[src/rtl/cam_pkg.sv]
// Shared widths, FSM state type and address helper for the camera frame writer.
package cam_pkg;
    localparam int PIX_W     = 8;
    localparam int COORD_W   = 10;
    localparam int DEF_IMG_W = 320;
    localparam int DEF_IMG_H = 240;

    typedef enum logic [1:0] {
        ST_IDLE    = 2'd0,
        ST_CAPTURE = 2'd1,
        ST_DRAIN   = 2'd2
    } state_t;

    // Byte address of the 32-bit word holding pixel (x,y); wraps at 2^32.
    function automatic logic [31:0] word_addr(input logic [31:0]        base,
                                              input logic [COORD_W-1:0] x,
                                              input logic [COORD_W-1:0] y,
                                              input int                 img_w);
        logic [31:0] lin;
        lin = 32'(y) * 32'(img_w) + 32'(x);
        return base + {lin[31:2], 2'b00};
    endfunction
endpackage

[src/rtl/cam_frame_writer_if.sv]
// Pixel stream in, packed word write bus out; master is the frame writer.
interface cam_frame_writer_if;
    import cam_pkg::*;

    logic [PIX_W-1:0]   value;
    logic [COORD_W-1:0] x;
    logic [COORD_W-1:0] y;
    logic               is_val;
    logic [31:0]        mem_addr;
    logic [31:0]        mem_wdata;
    logic               mem_wvalid;
    logic               mem_wready;

    modport master (
        input  value, x, y, is_val, mem_wready,
        output mem_addr, mem_wdata, mem_wvalid
    );

    modport slave (
        output value, x, y, is_val, mem_wready,
        input  mem_addr, mem_wdata, mem_wvalid
    );
endinterface

[src/rtl/sync_fifo.sv]
// Show-ahead synchronous FIFO; a push while full succeeds only alongside a pop.
module sync_fifo #(
    parameter int WIDTH = 64,
    parameter int DEPTH = 8
) (
    input  logic             clk,
    input  logic             reset,
    input  logic             push,
    input  logic [WIDTH-1:0] push_data,
    input  logic             pop,
    output logic [WIDTH-1:0] pop_data,
    output logic             full,
    output logic             empty
);
    localparam int AW = $clog2(DEPTH);

    logic [WIDTH-1:0] mem [DEPTH];
    logic [AW:0]      wr_ptr;
    logic [AW:0]      rd_ptr;
    logic             pop_ok;
    logic             push_ok;

    assign empty    = (wr_ptr == rd_ptr);
    assign full     = (wr_ptr[AW] != rd_ptr[AW]) && (wr_ptr[AW-1:0] == rd_ptr[AW-1:0]);
    assign pop_ok   = pop && !empty;
    assign push_ok  = push && (!full || pop_ok);
    assign pop_data = mem[rd_ptr[AW-1:0]];

    always_ff @(posedge clk) begin
        if (reset) begin
            wr_ptr <= '0;
            rd_ptr <= '0;
        end else begin
            if (push_ok) wr_ptr <= wr_ptr + (AW+1)'(1);
            if (pop_ok)  rd_ptr <= rd_ptr + (AW+1)'(1);
        end
    end

    always_ff @(posedge clk) begin
        if (push_ok) mem[wr_ptr[AW-1:0]] <= push_data;
    end
endmodule

[src/rtl/cam_frame_writer.sv]
// Packs 8-bit camera pixels into 32-bit words and queues them for memory writes.
//  state      | meaning
//  ST_IDLE    | waiting for pixel (0,0) with enable high
//  ST_CAPTURE | packing pixels of the current frame
//  ST_DRAIN   | frame complete, emptying the word FIFO
module cam_frame_writer
    import cam_pkg::*;
#(
    parameter int          IMG_W      = DEF_IMG_W,
    parameter int          IMG_H      = DEF_IMG_H,
    parameter logic [31:0] BASE_ADDR  = 32'h0000_0000,
    parameter int          FIFO_DEPTH = 8
) (
    input  logic               clk,
    input  logic               reset,
    input  logic               enable,
    cam_frame_writer_if.master bus,
    output logic               busy,
    output logic               frame_done,
    output logic               overflow
);
    localparam logic [31:0] IMG_W_U = IMG_W;
    localparam logic [31:0] IMG_H_U = IMG_H;

    typedef logic [2*COORD_W-3:0] grp_t;

    state_t      state;
    state_t      state_nxt;
    logic        accept;
    logic        origin;
    logic        last_pix;
    logic        start;
    logic        restart;
    logic        take;
    logic [1:0]  lane;
    grp_t        grp;
    grp_t        pack_grp;
    logic [31:0] pack;
    logic [31:0] pack_new;
    logic        push_q;
    logic [63:0] push_word;
    logic [63:0] head;
    logic        fifo_full;
    logic        fifo_empty;
    logic        pop;

    assign accept   = bus.is_val && (32'(bus.x) < IMG_W_U) && (32'(bus.y) < IMG_H_U);
    assign origin   = (bus.x == '0) && (bus.y == '0);
    assign last_pix = (32'(bus.x) == IMG_W_U - 32'd1) && (32'(bus.y) == IMG_H_U - 32'd1);
    assign lane     = bus.x[1:0];
    assign grp      = {bus.y, bus.x[COORD_W-1:2]};

    always_ff @(posedge clk) begin
        if (reset) state <= ST_IDLE;
        else       state <= state_nxt;
    end

    always_comb begin
        state_nxt  = state;
        start      = 1'b0;
        restart    = 1'b0;
        frame_done = 1'b0;
        case (state)
            ST_IDLE: begin
                if (accept && origin && enable) begin
                    state_nxt = ST_CAPTURE;
                    start     = 1'b1;
                end
            end
            ST_CAPTURE: begin
                if (accept) begin
                    restart = origin;
                    if (last_pix) state_nxt = ST_DRAIN;
                end
            end
            ST_DRAIN: begin
                if (fifo_empty && !push_q) begin
                    state_nxt  = ST_IDLE;
                    frame_done = 1'b1;
                end
            end
            default: state_nxt = ST_IDLE;
        endcase
    end

    assign busy = (state != ST_IDLE);
    assign take = start || ((state == ST_CAPTURE) && accept);

    // A new word group, a frame start or a restart begins from an all-zero pack.
    always_comb begin
        pack_new = (start || restart || (grp != pack_grp)) ? 32'h0 : pack;
        pack_new[{lane, 3'b000} +: 8] = bus.value;
    end

    always_ff @(posedge clk) begin
        if (reset) begin
            pack      <= '0;
            pack_grp  <= '0;
            push_q    <= 1'b0;
            push_word <= '0;
        end else begin
            push_q <= 1'b0;
            if (take) begin
                pack_grp <= grp;
                if (lane == 2'd3) begin
                    push_q    <= 1'b1;
                    push_word <= {word_addr(BASE_ADDR, bus.x, bus.y, IMG_W), pack_new};
                    pack      <= '0;
                end else begin
                    pack <= pack_new;
                end
            end
        end
    end

    sync_fifo #(
        .WIDTH (64),
        .DEPTH (FIFO_DEPTH)
    ) u_fifo (
        .clk       (clk),
        .reset     (reset),
        .push      (push_q),
        .push_data (push_word),
        .pop       (pop),
        .pop_data  (head),
        .full      (fifo_full),
        .empty     (fifo_empty)
    );

    // Gating with reset guarantees no handshake while queued words are discarded.
    assign bus.mem_wvalid = !fifo_empty && !reset;
    assign bus.mem_addr   = bus.mem_wvalid ? head[63:32] : 32'h0;
    assign bus.mem_wdata  = bus.mem_wvalid ? head[31:0]  : 32'h0;
    assign pop            = bus.mem_wvalid && bus.mem_wready;

    always_ff @(posedge clk) begin
        if (reset)                              overflow <= 1'b0;
        else if (start)                         overflow <= 1'b0;
        else if (push_q && fifo_full && !pop)   overflow <= 1'b1;
    end
endmodule

[src/flat_wrapper.sv]
// flat-port wrapper written by rule: the top's interface ports become plain ports
module cam_frame_writer_flat import cam_pkg::*;
#(
    parameter int          IMG_W      = DEF_IMG_W,
    parameter int          IMG_H      = DEF_IMG_H,
    parameter logic [31:0] BASE_ADDR  = 32'h0000_0000,
    parameter int          FIFO_DEPTH = 8
)
  (clk, reset, enable, busy, frame_done, overflow, bus_value, bus_x, bus_y, bus_is_val, bus_mem_wready, bus_mem_addr, bus_mem_wdata, bus_mem_wvalid);
  cam_frame_writer_if bus_i ();
  input  logic clk;
  input  logic reset;
  input  logic enable;
  output logic busy;
  output logic frame_done;
  output logic overflow;
  input wire logic [$bits(bus_i.value)-1:0] bus_value;
  input wire logic [$bits(bus_i.x)-1:0] bus_x;
  input wire logic [$bits(bus_i.y)-1:0] bus_y;
  input wire logic [$bits(bus_i.is_val)-1:0] bus_is_val;
  input wire logic [$bits(bus_i.mem_wready)-1:0] bus_mem_wready;
  output wire logic [$bits(bus_i.mem_addr)-1:0] bus_mem_addr;
  output wire logic [$bits(bus_i.mem_wdata)-1:0] bus_mem_wdata;
  output wire logic [$bits(bus_i.mem_wvalid)-1:0] bus_mem_wvalid;
  assign bus_i.value = bus_value;
  assign bus_i.x = bus_x;
  assign bus_i.y = bus_y;
  assign bus_i.is_val = bus_is_val;
  assign bus_i.mem_wready = bus_mem_wready;
  assign bus_mem_addr = bus_i.mem_addr;
  assign bus_mem_wdata = bus_i.mem_wdata;
  assign bus_mem_wvalid = bus_i.mem_wvalid;
  cam_frame_writer #(.IMG_W(IMG_W), .IMG_H(IMG_H), .BASE_ADDR(BASE_ADDR), .FIFO_DEPTH(FIFO_DEPTH)) u_core (.clk(clk), .reset(reset), .enable(enable), .bus(bus_i), .busy(busy), .frame_done(frame_done), .overflow(overflow));
endmodule
[config.mk]
export PLATFORM = sky130hd
export DESIGN_NAME = cam_frame_writer_flat
export DESIGN_NICKNAME = d
export VERILOG_FILES = /design/src/rtl/cam_pkg.sv /design/src/rtl/cam_frame_writer_if.sv /design/src/rtl/sync_fifo.sv /design/src/rtl/cam_frame_writer.sv /design/src/flat_wrapper.sv
export SDC_FILE = /design/constraint.sdc
export NUM_CORES = 1
export LEC_CHECK = 0
export ABC_AREA = 1
export CAP_MARGIN = 15
export CORE_UTILIZATION = 35
export CTS_CLUSTER_DIAMETER = 200
export DETAILED_ROUTE_END_ITERATION = 7
export HOLD_SLACK_MARGIN = 0.03
export PLACE_DENSITY_LB_ADDON = 0.15
export SYNTH_ARGS = -nofsm -noshare
export SYNTH_HDL_FRONTEND = slang
export SYNTH_SLANG_ARGS = --single-unit
[constraint.sdc]
create_clock -name clk -period 17.4 [get_ports clk]
set_input_delay 1.74 -clock clk [delete_from_list [all_inputs] [get_ports clk]]
set_output_delay 1.74 -clock clk [all_outputs]
set_load 0.01 [all_outputs]
==> results.yml <==
critical_path:
  r2r_start: "u_core.u_fifo.wr_ptr[0]"
  endpoint_kind: "primary output"
  critPathKind: "flop to primary output"
  crit_family: "buffers and inverters"
  crit_cells: 8
  worstPathRequired_ns: 15.66
  rrSetupSlack_ns: 14.06
  crit_path_start_kind: "flop"
  critPathSlowestCell: "buf_4"
  critPathArrivalTime_ns: 4.15
  path_buf_inv: 3
  crit_chain: "buf_4 > buf_4 > a21oi_1 > a32o_1 > nand2_1 > o21ai_0 > nor2_1 > clkdlybuf4s50_1"
  crit_top_cell: "buf_4"
  slowest_delay_ns: 0.93
  r2r-end: "u_core.u_fifo.mem[6][34]"
  reg2reg_depth: 10
  path_max_fanout: 100
placed_design:
  port_buffers: 86
  gp_congestion: 0.8077
  pre_cts_ws_ns: 12.00
  hpwl_um: 30920
cts:
  numClockSinks: 515
  post_cts_buffers: 0
  cts_hold_buf: 0
  clk_path_buf_depth: 3
  post_cts_resize_count: 0
  cts_tree: "done"
  worstSkewPairLatency_ns: 0.60
  cts-root-buf: "clkbuf_16"
  cts.clk_slew.worst_paths_ns: 0.06
  htreeDepth: 2
  cts_buffers: 54
detailed_routing:
  routed_wl_um: 54540
  via_per_inst: 4.957
  ant_nets: 0
  drc: 0
  wl_per_cell_um: 17.80
  vias: 15192
  drt_pass1_iterations: 5
  first_iter_violations: 964
min_path:
  hold_path_class: "flop to flop"
  hold_end: "u_core.pack[16]"
  whs_path_depth: 2
  hold_path_startpoint: "u_core.pack[16]"
pwr:
  switching_power_mw: 0.5128
  clkPwrFrac_pct: 45.7
  peakVddDrop_mv: 0.05846
  p_sw_share_pct: 20.26
  pwr-share-seq_pct: 51.6
  p_comb_share_pct: 2.7
  leakage_nw: 9.278
  p_per_area_mw_per_mm2: 99.58
  intPower_mw: 2.018
timing:
  skew_ns: 0.01793
  worstMarginPinSlew_ns: 1.141
  setup_viol_count_final: 0
  finalMaxSlewViolations: 0
  period_needed_ns: 5.890
  slew_headroom_pct: 23.92
  rsz0062_at_grt: "false"
  hold_violations: 0
  period_share_pct: 33.85
  worst_slack_ns: 11.51
  fmax_ghz: 0.1698
  tns_ns: 0
synth:
  synth_area_mm2: 0.02203
  syn_inst: 2149
  synth-seq-cells: 515
  synth_area_per_cell_um2: 10.25
  synth.distinct_cells: 39
  seq_area_frac_synth_pct: 64.96
  yosys_warnings: 0
grt:
  grt_usage_pct: 16.90
  grt_pass1_wl_um: 83290
  grt_remaining_overflow: 0
  grt_max_degree: 118
  antenna_found_initial: 0
  grt_pass1_vias: 14340
floorplanning:
  die_w_um: 252.9
  dieArea_mm2: 0.06396
  core_mm2: 0.06194
  rows: 91
  die-height_um: 252.9
  start_util_pct: 35.57
  io_pins: 101
final_layout:
  diodes: 0
  layout_common_cells: "nand2_1 (600), edfxtp_1 (400), a21oi_1 (190), nor2_1 (166), inv_1 (158)"
  area_growth_pct: 15.35
  fin_nets: 2245
  final_common_cell: "nand2_1"
  drive_gt1_share_pct: 5.880
  fin_util_pct: 41.04
outcome:
  status: "completed"
job:
  cap_violations: 0
==> area by class of cell <==
| type | count | area, um2 |
|---|---|---|
| Fill cell | 5985 | 36520 |
| Sequential cell | 515 | 14330 |
| Multi-Input combinational cell | 1339 | 6590 |
| Clock buffer | 69 | 1521 |
| Tap cell | 837 | 1047 |
| Timing Repair Buffer | 104 | 1018 |
| Inverter | 169 | 639.4 |
| Clock inverter | 32 | 275.3 |
==> flip-flops by register name, summed over array words and instances, names as in the netlist, named ones only <==
signal / flops
u_core.overflow: 1
u_core.pack: 32
u_core.pack_grp: 18
u_core.push_q: 1
u_core.push_word: 50
u_core.state: 2
u_core.u_fifo.mem: 400
u_core.u_fifo.rd_ptr: 4
u_core.u_fifo.wr_ptr: 4
==> per-layer routing <==
layer  GRT usage [%]  wire length, um  part of all wire [%]  vias up
li1                -                -                     -     7441
met1           24.14            26360                    48     7367
met2           27.06            25010                    46      314
met3           2.231             2190                   4.0       70
met4           4.208              986                   1.8        0
met5               0                0                     0        -
==> synthesized netlist by cell type <==
cell	count	area, um2
edfxtp_1	400	12010
xnor2_1	7	61.31
clkinv_1	1	3.750
nor2_4	2	22.52
fa_1	2	40.04
nor2_2	1	6.260
o21ai_1	46	230.2
a32oi_1	50	437.9
buf_4	18	135.1
inv_1	159	596.8
o21ai_0	68	340.3
nor4_1	1	6.260
a31oi_1	2	12.51
buf_2	11	55.05
nand4_1	13	81.33
nand3b_1	2	15.01
dfxtp_1	115	2302
clkbuf_1	92	345.3
a211oi_1	1	7.510
buf_1	17	63.81
conb_1	1	3.750
nor3_1	5	25.02
a32o_1	50	500.5
inv_2	9	33.78
or2_1	1	6.260
or2_2	1	6.260
o21bai_1	1	7.510
nor3_2	2	20.02
clkbuf_2	1	5.000
nand2_2	2	12.51
xor2_1	11	96.34
nand2_1	600	2252
a21boi_0	1	7.510
nand2_4	2	22.52
ha_1	27	337.8
and3_1	2	12.51
nor2_1	173	649.4
a21oi_1	190	950.9
nand3_1	62	310.3
==> cells by family after synthesis <==
kind of cell    share of synthesized area, %
buf+inv                                5.621
flops                                  64.96
xor+xnor                              0.7155
simple gates                           15.65
fa+ha+maj                              1.715
compound gates                         11.32
other cells                          0.01702
==> power by group through the flow <==
stage,registers (mW),clock network (mW),logic [mW]
CTS,1.31,1.19,0.0686
global route,1.31,1.23,0.0776
global placement,1.33,0,0.0673
detailed placement,1.33,0,0.0681
floorplan,1.33,0,0.0460
finish,1.31,1.16,0.0686
==> per-stage QoR <==
step / total power, mW / hold WS, ns / instances / area, um2
floorplan: 1.379 / 0.4382 / 2162 / 22080
global placement: 1.400 / 0.4445 / 2962 / 23580
detailed placement: 1.401 / 0.4568 / 2962 / 23580
CTS: 2.560 / 0.4664 / 3063 / 25370
global route: 2.610 / 0.4860 / 3065 / 25420
finish: 2.531 / 0.4649 / 3065 / 25420
==> tightest hold or removal path: cells and delay by family, from the launching register on <==
| family | cells | cell delay, ns |
|---|---|---|
| AND/OR/NAND/NOR | 1 | 0.06 |
| AO/OA/AOI/OAI | 1 | 0.05 |
| flip-flops | 1 | 0.31 |
==> worst max path at each step <==
stage	endpoint	slack [ns]
after floorplan	u_core.u_fifo.mem[6][0]	9.85
after global placement	bus_mem_wdata[21]	12.05
after detailed placement	u_core.pack[19]	12.00
after CTS	bus_mem_wdata[24]	11.40
after global routing	bus_mem_wdata[29]	11.16
final	bus_mem_wdata[24]	11.51
Power figures use the tool's default switching activity.
